===== src/rtl/chess_display_driver.sv =====
// Chess-timer display driver: snapshots both players' times once per scan frame, converts
// them to BCD with a serial double-dabble engine and multiplexes "MM.SS MM.SS" onto 8 digits.
module chess_display_driver #(
  parameter int unsigned VAL_W       = 6,
  parameter int unsigned REFRESH_DIV = 100000,
  parameter int unsigned BLINK_DIV   = 25000000
) (
  input  logic             clk,
  input  logic             rst,
  input  logic             enable,
  input  logic [VAL_W-1:0] min1,
  input  logic [VAL_W-1:0] seg1,
  input  logic [VAL_W-1:0] min2,
  input  logic [VAL_W-1:0] seg2,
  output logic [7:0]       an,
  output logic [6:0]       seg,
  output logic             dp
);

  localparam int unsigned RW = (REFRESH_DIV > 1) ? $clog2(REFRESH_DIV) : 1;
  localparam int unsigned BW = (BLINK_DIV > 1) ? $clog2(BLINK_DIV) : 1;
  localparam int unsigned CW = $clog2(VAL_W + 1);

  typedef enum logic [1:0] {StIdle, StLoad, StShift, StNext} conv_state_e;

  function automatic logic [7:0] dabble(input logic [7:0] b, input logic bit_in);
    logic [7:0] a;
    a = b;
    if (a[3:0] > 4'd4) a[3:0] = a[3:0] + 4'd3;
    if (a[7:4] > 4'd4) a[7:4] = a[7:4] + 4'd3;
    return {a[6:0], bit_in};
  endfunction

  function automatic logic [6:0] seg_code(input logic [3:0] d);
    unique case (d)
      4'd0:    return 7'b1000000;
      4'd1:    return 7'b1111001;
      4'd2:    return 7'b0100100;
      4'd3:    return 7'b0110000;
      4'd4:    return 7'b0011001;
      4'd5:    return 7'b0010010;
      4'd6:    return 7'b0000010;
      4'd7:    return 7'b1111000;
      4'd8:    return 7'b0000000;
      4'd9:    return 7'b0010000;
      default: return 7'b1111111;
    endcase
  endfunction

  logic [RW-1:0]    refresh_cnt_q;
  logic [2:0]       digit_q;
  logic [BW-1:0]    blink_cnt_q;
  logic             blink_q;
  logic             first_q;
  logic [VAL_W-1:0] snap_q [4];
  logic [1:0]       val_idx_q;
  logic [CW-1:0]    bit_cnt_q;
  logic [VAL_W-1:0] bin_q;
  logic [7:0]       bcd_q;
  logic [7:0]       stage_q [4];
  logic [7:0]       disp_q [4];
  logic             valid_q;
  conv_state_e      state_q, state_d;

  logic tick, frame_start, start, commit_frame;
  logic do_load, do_shift, do_store, done;

  assign tick         = enable && (refresh_cnt_q == RW'(REFRESH_DIV - 1));
  assign frame_start  = tick && (digit_q == 3'd0);
  assign start        = enable && (first_q || frame_start) && (state_q == StIdle);
  // Later results wait for a frame boundary so one frame never mixes two samples.
  assign commit_frame = frame_start && (state_q == StIdle) && valid_q;

  always_ff @(posedge clk or posedge rst) begin
    if (rst) begin
      refresh_cnt_q <= '0;
      digit_q       <= 3'd7;
    end else if (enable) begin
      if (tick) begin
        refresh_cnt_q <= '0;
        digit_q       <= digit_q - 3'd1;
      end else begin
        refresh_cnt_q <= refresh_cnt_q + RW'(1);
      end
    end
  end

  always_ff @(posedge clk or posedge rst) begin
    if (rst) begin
      blink_cnt_q <= '0;
      blink_q     <= 1'b0;
    end else if (blink_cnt_q == BW'(BLINK_DIV - 1)) begin
      blink_cnt_q <= '0;
      blink_q     <= ~blink_q;
    end else begin
      blink_cnt_q <= blink_cnt_q + BW'(1);
    end
  end

  always_ff @(posedge clk or posedge rst) begin
    if (rst) state_q <= StIdle;
    else     state_q <= state_d;
  end

  always_comb begin
    state_d = state_q;
    unique case (state_q)
      StIdle:  if (start) state_d = StLoad;
      StLoad:  state_d = (VAL_W > 1) ? StShift : StNext;
      StShift: if (bit_cnt_q == CW'(VAL_W - 1)) state_d = StNext;
      StNext:  state_d = (val_idx_q == 2'd3) ? StIdle : StLoad;
      default: state_d = StIdle;
    endcase
  end

  always_comb begin
    do_load  = (state_q == StLoad);
    do_shift = (state_q == StShift);
    do_store = (state_q == StNext);
    done     = (state_q == StNext) && (val_idx_q == 2'd3);
  end

  // LOAD also performs the first iteration: a cleared BCD register needs no adjust.
  always_ff @(posedge clk or posedge rst) begin
    if (rst) begin
      first_q   <= 1'b1;
      val_idx_q <= '0;
      bit_cnt_q <= '0;
      bin_q     <= '0;
      bcd_q     <= '0;
      valid_q   <= 1'b0;
      for (int i = 0; i < 4; i++) begin
        snap_q[i]  <= '0;
        stage_q[i] <= '0;
        disp_q[i]  <= '0;
      end
    end else begin
      if (start) begin
        snap_q[0] <= min1;
        snap_q[1] <= seg1;
        snap_q[2] <= min2;
        snap_q[3] <= seg2;
        first_q   <= 1'b0;
      end
      if (do_load) begin
        bin_q     <= snap_q[val_idx_q] << 1;
        bcd_q     <= {7'd0, snap_q[val_idx_q][VAL_W-1]};
        bit_cnt_q <= CW'(1);
      end
      if (do_shift) begin
        bcd_q     <= dabble(bcd_q, bin_q[VAL_W-1]);
        bin_q     <= bin_q << 1;
        bit_cnt_q <= bit_cnt_q + CW'(1);
      end
      if (do_store) begin
        stage_q[val_idx_q] <= bcd_q;
        val_idx_q          <= val_idx_q + 2'd1;
      end
      if (done && !valid_q) begin
        for (int i = 0; i < 3; i++) disp_q[i] <= stage_q[i];
        disp_q[3] <= bcd_q;
        valid_q   <= 1'b1;
      end else if (commit_frame) begin
        for (int i = 0; i < 4; i++) disp_q[i] <= stage_q[i];
      end
    end
  end

  logic [1:0] vsel;
  logic [7:0] cur;
  logic [3:0] nib;
  logic       zero1, zero2, lit;

  assign vsel  = ~digit_q[2:1];
  assign cur   = disp_q[vsel];
  assign nib   = digit_q[0] ? cur[7:4] : cur[3:0];
  assign zero1 = (disp_q[0] == 8'h00) && (disp_q[1] == 8'h00);
  assign zero2 = (disp_q[2] == 8'h00) && (disp_q[3] == 8'h00);
  assign lit   = enable && valid_q && !(blink_q && (digit_q[2] ? zero1 : zero2));

  always_comb begin
    an  = 8'hFF;
    seg = 7'h7F;
    dp  = 1'b1;
    if (lit) begin
      an  = ~(8'h01 << digit_q);
      seg = seg_code(nib);
      dp  = ~((digit_q == 3'd6) || (digit_q == 3'd2));
    end
  end

endmodule


===== config.mk =====
export PLATFORM = sky130hd
export DESIGN_NAME = chess_display_driver
export DESIGN_NICKNAME = d
export VERILOG_FILES = /design/src/rtl/chess_display_driver.sv
export SDC_FILE = /design/constraint.sdc
export NUM_CORES = 1
export LEC_CHECK = 0
export CORE_MARGIN = 3
export CORE_UTILIZATION = 38
export CTS_CLUSTER_SIZE = 28
export DETAILED_ROUTE_END_ITERATION = 10
export SLEW_MARGIN = 20
export SYNTH_ARGS = -nofsm -noshare
export SYNTH_HDL_FRONTEND = slang
export SYNTH_SLANG_ARGS = --single-unit

===== constraint.sdc =====
create_clock -name clk -period 10.3 [get_ports clk]
set_input_delay 2.06 -clock clk [delete_from_list [all_inputs] [get_ports clk]]
set_output_delay 2.06 -clock clk [all_outputs]
set_load 0.02 [all_outputs]

==> summary.txt <==
Status
  – Result of the run: finished, final reports clean

Placed design
  – Port Buffers: 42
  – Placed Instances: roughly 940
  – Final weighted congestion in routability-driven placement: 0.7571
  – Detailed Place HPWL: ~10,000 µm

STA
  – Final number of max-transition violations: 0
  – Final-layout setup total negative slack: 0 ns
  – Clock Skew: about 0.0076 ns
  – Headroom to the max-slew limit: 40.58%
  – RSZ-0062 raised after global routing: false
  – Worst slew pin tran: approximately 0.89 ns
  – Final Setup Violations: 0
  – Smallest hold slack: between 0.4 and 0.5 ns
  – Max Fclk: 154.2 MHz
  – Hold Violations, Final: 0
  – Min Clock Period, post-route: between 6 and 7 ns
  – Final worst-path cycle share: between 60 and 70%

Global route
  – Total congestion overflow after global routing: 0
  – Tot GR Track Use: 14.23%
  – Wire length of the first global-routing pass: around 26,000 µm
  – Antenna violations before repair: 0
  – Largest net degree at the start of global routing: 91
  – Vias in the first global route: approximately 5,100

Clocking
  – Maximum count of clock buffers along a single path: 2
  – H-tree lvl count: 4
  – Latest clock arrival within the worst-skew pair: 0.42 ns
  – Clock tree from TritonCTS: done
  – Number of clock sinks seen by CTS: about 160
  – Number of setup buffers added after CTS: 0
  – Clock tree root driver cell: clkbuf_16
  – Quantity of gates resized following cts: 0
  – CTS buffer count: 17
  – Clk slew on worst S/H paths: 0.06 ns
  – Hold-fix buffer count after cts: 0

Synthesis
  – Largest cells by area after synthesis: dfrtp_1, mux2_4, ha_1, mux2_2, nand2_1
  – Predominant post-synthesis flop cell: dfrtp_1
  – Share of async-settable or async-resettable flops after synthesis: 100.0%
  – Fraction of post-synthesis cell area in the top cell type by area: between 40% and 50%
  – Synth warn: 0
  – Number of synthesized flops with an enable pin: 0
  – Number of distinct library cells after synthesis: 57
  – Mapped cell area: approximately 0.0078 mm²
  – Register area share after synthesis: between 50% and 60%
  – Avg Inst Size Synth: roughly 12 µm²
  – Largest area contributor in the netlist: dfrtp_1
  – Syn_nets: 708
  – Number of flip-flops and latches in the synthesized netlist: ~160
  – Number of instances in the synthesized netlist: about 660

Pwr
  – Areal power density over the cells: ~210 mW/mm²
  – VDD IR-drop max: between 0.1 and 0.15 mV
  – Post-layout power: roughly 1.9 mW
  – Leak: ~4 nW

Setup path
  – Largest delay share family, worst path: buffers and inverters
  – Nature of the critical path endpoint: output port
  – Type of origin of the critical path: input pin
  – Ordered list of cells on the worst path: clkdlybuf4s50_1, o211ai_1, nor2_1, o21ai_1, clkdlybuf4s50_1
  – Stage delay of the slowest cell on the critical path: 0.76 ns
  – Required time at the worst-slack endpoint: 8.24 ns
  – CP arrival: 4.42 ns
  – Cell depth of the worst flop-to-flop path: 6
  – Type of the setup path with the least slack: input pin to output port
  – Logic depth of the worst path, buffers included: 5
  – Crit-path slowest cell: clkdlybuf4s50_1
  – Most numerous cell on the critical path: clkdlybuf4s50_1
  – Count of buffer and inverter cells on the critical path: 2
  – Largest fanout of any net on the critical path: 16

Floorplan
  – Total Die Area: ~0.022 mm²
  – Placeable core region: about 0.02 mm²
  – Floorplan die height: approximately 150 µm
  – Cell Rows: 51
  – I/O pin count: 43
  – Overall die width: ~150 µm
  – Initial core utilization: 39.39%

Final layout
  – Number of nets in the layout: about 740
  – Layout area overhead: 14.88%
  – Final cell count without fillers: between 900 and 1,000
  – Share of cells above drive strength 1: 19.57%
  – Diode insertion count for antenna repair: 0

Routing
  – Number of search-and-repair iterations in the first detailed-routing pass: 4
  – Average wire length per cell after detail routing: approximately 15 µm
  – DRC violation count after routing: 0
  – Total wire length after detailed routing: about 14,000 µm
  – Total number of vias: 4,905
  – DR vias/cell: 5.057
  – Detailed router's first-iteration violation count: 325
  – Final ANT Viol Nets: 0

Worst hold path
  – Worst hold path stage count: 2
  – Min-delay worst type: flop to flop

Run
  – Reported max-cap violation count: 0
-- layout by cell type, fill, tap and decap left out, types with 24 or more instances in the layout --
cell	instances
inv_1	25
clkdlybuf4s50_1	42
nand2_1	68
ha_1	24
o21ai_0	39
nor2_1	43
dfrtp_1	152
xnor2_1	27
mux2_4	50
nand3_1	24
-- state kept, by name (all words and copies together) (netlist names) --
name           count
valid_q            1
state_q            2
digit_q            3
first_q            1
bit_cnt_q          3
blink_cnt_q       25
bin_q              5
snap_q            24
disp_q            32
refresh_cnt_q     17
val_idx_q          2
blink_q            1
bcd_q              8
stage_q           32
-- synth_stat cells (all sizes together), types with 8 or more instances --
cell and count:
buf 15, nor4 8, nor2 44, o21ai 44, a21oi 11, clkbuf 13
ha 24, inv 27, nand2 68, nand3 24, xor2 15, nor3 11
mux2i 13, nand4 13, xnor2 27, mux4 11, dfrtp 152, mux2 73
-- per-stage QoR --
stage                     setup slack (ns)  util, %  instance area (µm²)
after floorplan                      4.040        -                 7818
after global placement               3.854    42.25                 8386
after detailed placement             3.761    42.25                 8386
after CTS                            3.772    45.24                 8977
after global routing                 3.646    45.26                 8981
final                                3.816    45.26                 8981
-- metal layers --
| metal | vias up | wire (µm) | GRT usage [%] |
|---|---|---|---|
| li1 | 2379 | - | - |
| met1 | 2425 | 7161 | 20.20 |
| met3 | 12 | 526 | 3.786 |
| met5 | - | 0 | 0 |
| met4 | 0 | 153 | 4.119 |
| met2 | 89 | 6653 | 21.56 |
-- worst reg2reg max path, cell delays in order (launching register included) --
cell     delay (ns)
dfrtp_1        0.71
ha_1           0.27
nand2_1        0.31
nor2_1         0.80
a31oi_4        0.01
buf_4          0.35
mux2_4         0.40
-- power by group --
part	total (mW)	switching, mW	leakage (nW)	internal (mW)
combinational	0.450	0.214	1.72	0.236
sequential	0.833	0.101	2.06	0.732
clock	0.620	0.249	0.278	0.371
-- cells by family after synthesis --
kind of cell,synth area share [%]
DFF,50.00
muxes,17.96
AOI/OAI and AO/OA,6.082
adders and majority gates,3.841
xor gates and xnor gates,4.706
and+or+nand+nor,13.41
buffers and inverters,4.001
-- cell type report --
type	count	area, µm²
clock buffers	19	452.9
clock inverters	12	138.9
fillers	1807	10860
inverters	27	106.4
multi-input cells	446	3596
flip-flops and latches	156	3909
well taps	265	331.6
repair buffers	45	446.7
-- path summary, 6_finish.rpt --
check | slack (ns) | end | startpoint
hold / removal | 0.48 | stage_q[2] | stage_q[2]
setup / recovery | 3.82 | seg[5] | enable
max in group asynchronous | 6.99 | disp_q[15] | rst
hold reg to reg | 0.48 | stage_q[2] | stage_q[2]
min in group asynchronous | 2.10 | refresh_cnt_q[8] | rst
setup reg to reg | 7.34 | disp_q[0] | val_idx_q[0]
(Power assumes the default switching activity.)
